File: src/rtl/grid_pkg.sv
// rtl/grid_pkg.sv - shared constants, FSM encoding and buffer entry type for the grid reader
package grid_pkg;
   localparam int GRID_SIZE   = 28;
   localparam int GRID_PIXELS = GRID_SIZE * GRID_SIZE;
   localparam int ADDR_W      = 10;
   localparam int PIX_W       = 8;
   localparam int RC_W        = 5;

   localparam logic [PIX_W-1:0] PIX_ON  = 8'hFF;
   localparam logic [PIX_W-1:0] PIX_OFF = 8'h00;

   typedef enum logic [1:0] {
      ST_IDLE,
      ST_SCAN,
      ST_DRAIN,
      ST_DONE
   } state_t;

   typedef struct packed {
      logic              px;
      logic [ADDR_W-1:0] index;
      logic [RC_W-1:0]   row;
      logic [RC_W-1:0]   col;
      logic              last;
   } pix_t;
endpackage

File: src/rtl/grid_skid_buffer.sv
// rtl/grid_skid_buffer.sv - 2-entry FIFO of tagged pixels between the memory return and the stream
module grid_skid_buffer
   import grid_pkg::*;
(
   input  logic       clk,
   input  logic       resetn,
   input  logic       push,
   input  pix_t       push_data,
   input  logic       pop,
   output pix_t       head,
   output logic       valid,
   output logic [1:0] count
);
   pix_t entry [2];
   logic wr_ptr;
   logic rd_ptr;

   always_ff @(posedge clk) begin
      if (!resetn) begin
         entry[0] <= '0;
         entry[1] <= '0;
         wr_ptr   <= 1'b0;
         rd_ptr   <= 1'b0;
         count    <= 2'd0;
      end else begin
         if (push) begin
            entry[wr_ptr] <= push_data;
            wr_ptr        <= ~wr_ptr;
         end
         if (pop) begin
            rd_ptr <= ~rd_ptr;
         end
         count <= count + {1'b0, push} - {1'b0, pop};
      end
   end

   assign head  = entry[rd_ptr];
   assign valid = (count != 2'd0);
endmodule

File: src/rtl/grid_reader.sv
// rtl/grid_reader.sv - streams the 28x28 pixel memory row-major; optional GRID_READER_POPCOUNT_EN
module grid_reader
   import grid_pkg::*;
(
   input  logic              CLOCK_50,
   input  logic              resetn,
   input  logic              start,
   output logic              busy,
   output logic              done,
   output logic              mem_rd_en,
   output logic [ADDR_W-1:0] mem_addr,
   input  logic              mem_rd_data,
   output logic              out_valid,
   input  logic              out_ready,
   output logic [PIX_W-1:0]  out_data,
   output logic [ADDR_W-1:0] out_index,
   output logic [RC_W-1:0]   out_row,
   output logic [RC_W-1:0]   out_col,
   output logic              out_last
`ifdef GRID_READER_POPCOUNT_EN
   ,
   output logic [ADDR_W-1:0] popcount
`endif
);
   state_t            state;
   state_t            state_n;
   logic              armed;
   logic [ADDR_W-1:0] addr;
   logic [RC_W-1:0]   row;
   logic [RC_W-1:0]   col;
   logic              inflight;
   pix_t              tag;
   pix_t              push_data;
   pix_t              head;
   logic              buf_valid;
   logic [1:0]        count;
   logic              pop;
   logic              addr_last;
   logic              credit_ok;

   assign pop       = buf_valid && out_ready;
   assign addr_last = (addr == ADDR_W'(GRID_PIXELS - 1));
   // Credit covers buffered plus returning pixels so a stalled consumer never overflows the buffer.
   assign credit_ok = (3'(count) + 3'(inflight)) < (3'd2 + 3'(pop));
   assign mem_rd_en = (state == ST_SCAN) && armed && credit_ok;
   assign mem_addr  = addr;

   always_comb begin
      state_n = state;
      case (state)
         ST_IDLE:  if (start) state_n = ST_SCAN;
         ST_SCAN:  if (mem_rd_en && addr_last) state_n = ST_DRAIN;
         ST_DRAIN: if (pop && head.last) state_n = ST_DONE;
         ST_DONE:  state_n = ST_IDLE;
         default:  state_n = ST_IDLE;
      endcase
   end

   always_ff @(posedge CLOCK_50) begin
      if (!resetn) begin
         state    <= ST_IDLE;
         armed    <= 1'b0;
         addr     <= '0;
         row      <= '0;
         col      <= '0;
         inflight <= 1'b0;
         tag      <= '0;
      end else begin
         state    <= state_n;
         armed    <= (state == ST_SCAN);
         inflight <= mem_rd_en;
         if (mem_rd_en) begin
            tag <= '{px: 1'b0, index: addr, row: row, col: col, last: addr_last};
         end
         if (state == ST_IDLE && start) begin
            addr <= '0;
            row  <= '0;
            col  <= '0;
         end else if (mem_rd_en) begin
            if (addr_last) begin
               addr <= '0;
               row  <= '0;
               col  <= '0;
            end else begin
               addr <= addr + 1'b1;
               if (col == RC_W'(GRID_SIZE - 1)) begin
                  col <= '0;
                  row <= row + 1'b1;
               end else begin
                  col <= col + 1'b1;
               end
            end
         end
      end
   end

   always_comb begin
      push_data    = tag;
      push_data.px = mem_rd_data;
   end

   grid_skid_buffer u_buf (
      .clk       (CLOCK_50),
      .resetn    (resetn),
      .push      (inflight),
      .push_data (push_data),
      .pop       (pop),
      .head      (head),
      .valid     (buf_valid),
      .count     (count)
   );

   assign busy      = (state == ST_SCAN) || (state == ST_DRAIN);
   assign done      = (state == ST_DONE);
   assign out_valid = buf_valid;
   assign out_data  = (buf_valid && head.px) ? PIX_ON : PIX_OFF;
   assign out_index = head.index;
   assign out_row   = head.row;
   assign out_col   = head.col;
   assign out_last  = buf_valid && head.last;

`ifdef GRID_READER_POPCOUNT_EN
   always_ff @(posedge CLOCK_50) begin
      if (!resetn) begin
         popcount <= '0;
      end else if (state == ST_IDLE && start) begin
         popcount <= '0;
      end else if (pop && head.px) begin
         popcount <= popcount + 1'b1;
      end
   end
`endif
endmodule

File: config.mk
export PLATFORM = sky130hd
export DESIGN_NAME = grid_reader
export DESIGN_NICKNAME = d
export VERILOG_FILES = /design/src/rtl/grid_pkg.sv /design/src/rtl/grid_skid_buffer.sv /design/src/rtl/grid_reader.sv
export SDC_FILE = /design/constraint.sdc
export NUM_CORES = 1
export LEC_CHECK = 0
export BUFFER_PORTS_ARGS = -buffer_cell sky130_fd_sc_hd__buf_2
export CAP_MARGIN = 20
export CORE_UTILIZATION = 50
export CTS_BUF_LIST = sky130_fd_sc_hd__clkbuf_4 sky130_fd_sc_hd__clkbuf_8
export DETAILED_ROUTE_END_ITERATION = 10
export GPL_ROUTABILITY_DRIVEN = 0
export MAX_ROUTING_LAYER = met4
export PLACE_DENSITY = 0.69
export SLEW_MARGIN = 25
export SYNTH_ARGS = -nofsm -noshare
export SYNTH_HDL_FRONTEND = slang
export SYNTH_SLANG_ARGS = --single-unit
File: constraint.sdc
create_clock -name CLOCK_50 -period 2.38 [get_ports CLOCK_50]
set_input_delay 0.357 -clock CLOCK_50 [delete_from_list [all_inputs] [get_ports CLOCK_50]]
set_output_delay 0.357 -clock CLOCK_50 [all_outputs]
set_load 0.02 [all_outputs]
==> flow_summary.yaml <==
synthesis:
  synthesis.yosys.warnings: 0
  syn_inst: 423
  main_combinational_cell_family_by_area_after_synthesis: "simple AND/OR/NAND/NOR gates"
  nets_in_the_synthesized_netlist: 440
  netlist_area_sq_mm: 0.00453
  synth_fa_ha_area_share_pct: 3.32
  ys_async_sr_fraction_pct: 0
  xor_and_xnor_fraction_of_the_mapped_netlist_area_pct: 0.774
  post_synth_and_or_nand_nor_area_fraction_pct: 18.5
  synth-edff-count: 44
  synth.area.top_cells: "sky130_fd_sc_hd__edfxtp_1, sky130_fd_sc_hd__dfxtp_1, sky130_fd_sc_hd__and2_1"
  synth_seq_cells: 94
  synth.top_cell.area_share_pct: 29.2
  yosysUniqueCellTypes: 49
  syn_area_per_cell_sq_um: 10.7
  synth.area.mux_share_pct: 7.41
  synth-compound-area-share_pct: 13.6
  synth-main-ff-cell: "sky130_fd_sc_hd__dfxtp_1"
  cell_taking_the_most_area_after_synthesis: "sky130_fd_sc_hd__edfxtp_1"
  synth_seq_area_share_pct: 51.3
final_layout:
  design.final.nets: 470
  design_area_sq_mm: 0.00502
  insertedDiodeCount: 0
  multi_input_area_sq_mm: 0.00199
  ff_latch_area_sq_mm: 0.00232
  area.growth.synth_to_final_pct: 10.9
  post_route_cells_drive_above_1_share_pct: 22.3
  most_frequent_standard_cell_in_the_layout_excluding_fill_and_tap_cells: "sky130_fd_sc_hd__and2_1"
  layout_common_cells: "sky130_fd_sc_hd__and2_1, sky130_fd_sc_hd__dfxtp_1, sky130_fd_sc_hd__buf_2"
  n_fill_cell: 747
detailed_routing:
  vias: 3164
  dr.pass1.iters: 4
  wirelength_mm: 8.56
  detail_route.vias_per_cell: 5.59
  drt_iter0_drc: 159
  final_antenna_net_count: 0
  drt_drc_violations_left: 0
  wire_per_inst_microns: 15.1
critical_path:
  critPathSlowestCell: "sky130_fd_sc_hd__dfxtp_1"
  category_of_the_most_critical_setup_path: "flop to primary output"
  cp.buffers_inverters: 2
  critical_path.max_stage_delay_ps: 380
  worstSetupStartpointType: "flop"
  path_cells: "ha_1 > ha_1 > o21a_1 > buf_12 > nor2_1 > buf_2"
  worst_ep_required_time_ps: 2020
  end_kind: "primary output"
  critical-path-top-cell-by-count: "sky130_fd_sc_hd__ha_1"
  path_delay_family: "adder cells"
  critPathArrivalTime_ps: 1910
  worstPathMaxFanout: 64
clock_network:
  root_buffer: "sky130_fd_sc_hd__clkbuf_8"
  htree_levels: 3
  clockBufferDepth: 2
  cts.sink_count: 94
  clock_tree_from_tritoncts: "done"
  clock_latency_ps: 360
  cts_hold_repair.buffers: 0
  path_clk_slew_ps: 100
  numCtsBuffers: 9
status:
  run_status: "finished, final reports clean"
die:
  die_h_microns: 97.1
  initial_utilization_pct: 51.9
  fp.dieW_microns: 97.1
  core_sq_mm: 0.00872
  ioPinCount: 48
  core.rowCount: 34
  dieArea_sq_mm: 0.00944
flow_run:
  drv.max_cap_violation_count: 0
placed_design:
  hpwlAfterDp_mm: 5.56
  io_buffers: 47
  post-place-ws_ps: 412
  placement.cell_area_sq_mm: 0.00481
global_routing:
  global_route_wire_length_before_repair_mm: 14.3
  global_route.overflow_total: 0
  grtUsageTotal_pct: 19.4
  grt_max_degree: 65
  antenna_violations_before_repair: 0
  grt_pass1_vias: 2847
pwr:
  power_leakage_nw: 1.88
  power_density_mw_per_mm2: 783
  peak_vdd_ir_mv: 0.391
  sum_of_internal_switching_and_leakage_power_mw: 3.93
timing:
  timing_worst_slew_pin_value_ps: 738
  finalSetupViolCount: 0
  period_needed_ps: 2270
  worst_slew_margin_rel_pct: 50.6
  hold-worst-slack_ps: 290
  finalHoldViolCount: 0
  unrepaired_setup_endpoints_after_global_routing: "false"
  setup_ws_ps: 112
  final_worst_path_period_share_pct: 95.3
  skew_ps: 10.9
  report.final.slew_viol_count: 0
  setup_total_negative_slack_ps: 0
  fmax_mhz: 441
worst_hold_path:
  worstHoldPathType: "primary input to flop"
==> worst paths after layout <==
check | start | end | slack, ps | cells after the start
max | inflight$_SDFF_PN0_ | mem_rd_en | 110 | 6
min | mem_rd_data | u_buf.entry[1][21]$_SDFFCE_PN0P_ | 290 | 2
min reg2reg | push_data[17]$_SDFFE_PN0P_ | push_data[17]$_SDFFE_PN0P_ | 490 | 2
max reg2reg | inflight$_SDFF_PN0_ | col[3]$_SDFFE_PP0P_ | 410 | 6
==> synth_stat cells (all sizes together), types with 5 or more instances <==
cell,number
ha,12
or4,6
mux2i,11
o311ai,8
nor2,13
and2,53
nand2,9
a21oi,11
nand3,30
o31ai,15
clkbuf,20
o21ai,28
inv,9
a21boi,22
edfxtp,44
mux2,20
buf,19
dfxtp,50
nor4,5
==> per-stage QoR <==
step	std cells	utilization (%)
2_1_floorplan	423	-
3_3_place_gp	550	55.0
3_5_place_dp	550	55.1
4_1_cts	566	57.5
5_1_grt	566	57.5
6_report	566	57.5
==> sequential cells by signal (all words and copies together) (netlist names), named ones only <==
signal	cells
u_buf.entry	44
push_data	21
mem_addr	10
col	5
row	5
state	2
u_buf.count	2
armed	1
inflight	1
u_buf.rd_ptr	1
u_buf.wr_ptr	1
==> worst reg2reg max path, stage by stage, from the launching register on <==
cell and delay [ps]:
sky130_fd_sc_hd__dfxtp_1 380, sky130_fd_sc_hd__ha_1 230, sky130_fd_sc_hd__ha_1 280, sky130_fd_sc_hd__o21a_1 140, sky130_fd_sc_hd__buf_12 190, sky130_fd_sc_hd__or4_1 540
sky130_fd_sc_hd__a21oi_1 160
==> what timing repair did <==
| action | CTS | global route |
|---|---|---|
| buffers inserted | 0 | 0 |
| hold endpoints to repair | 0 | 0 |
| endpoints found under the setup margin | 0 | 1 |
| resized for setup | 0 | 3 |
==> metal layers <==
| layer | GRT usage (%) | up-vias | routed length (microns) |
|---|---|---|---|
| met3 | 3.09 | 8 | 240 |
| met1 | 26.6 | 1518 | 4310 |
| li1 | - | 1594 | - |
| met2 | 28.7 | 44 | 3910 |
| met5 | - | - | 0 |
| met4 | 8.15 | 0 | 108 |
==> area by class of cell <==
| cell class | instances | area share (%) |
|---|---|---|
| clock buffers | 9 | 2.47 |
| clock inverters | 7 | 1.60 |
| inverters | 9 | 0.673 |
| multi-input cells | 281 | 39.6 |
| flip-flops and latches | 94 | 46.3 |
| well taps | 108 | 2.69 |
| repair buffers | 58 | 6.73 |
==> power breakdown <==
group	switching, mW	total, mW	internal [mW]	leakage, nW
Combinational	0.639	1.01	0.370	0.929
Sequential	0.0517	1.82	1.76	0.849
Clock	0.605	1.10	0.500	0.0983
Total	1.30	3.93	2.63	1.88
==> cell families (layout without fill, tap and decap cells) <==
kind of cell,after synthesis,in the layout
adders and majority gates,12,12
muxes,31,31
DFF,94,94
buffers and inverters,48,83
and+or+nand+nor,142,142
AOI/OAI and AO/OA,92,92
xor gates and xnor gates,4,4
Note: power is estimated with default switching activity, not from simulation.
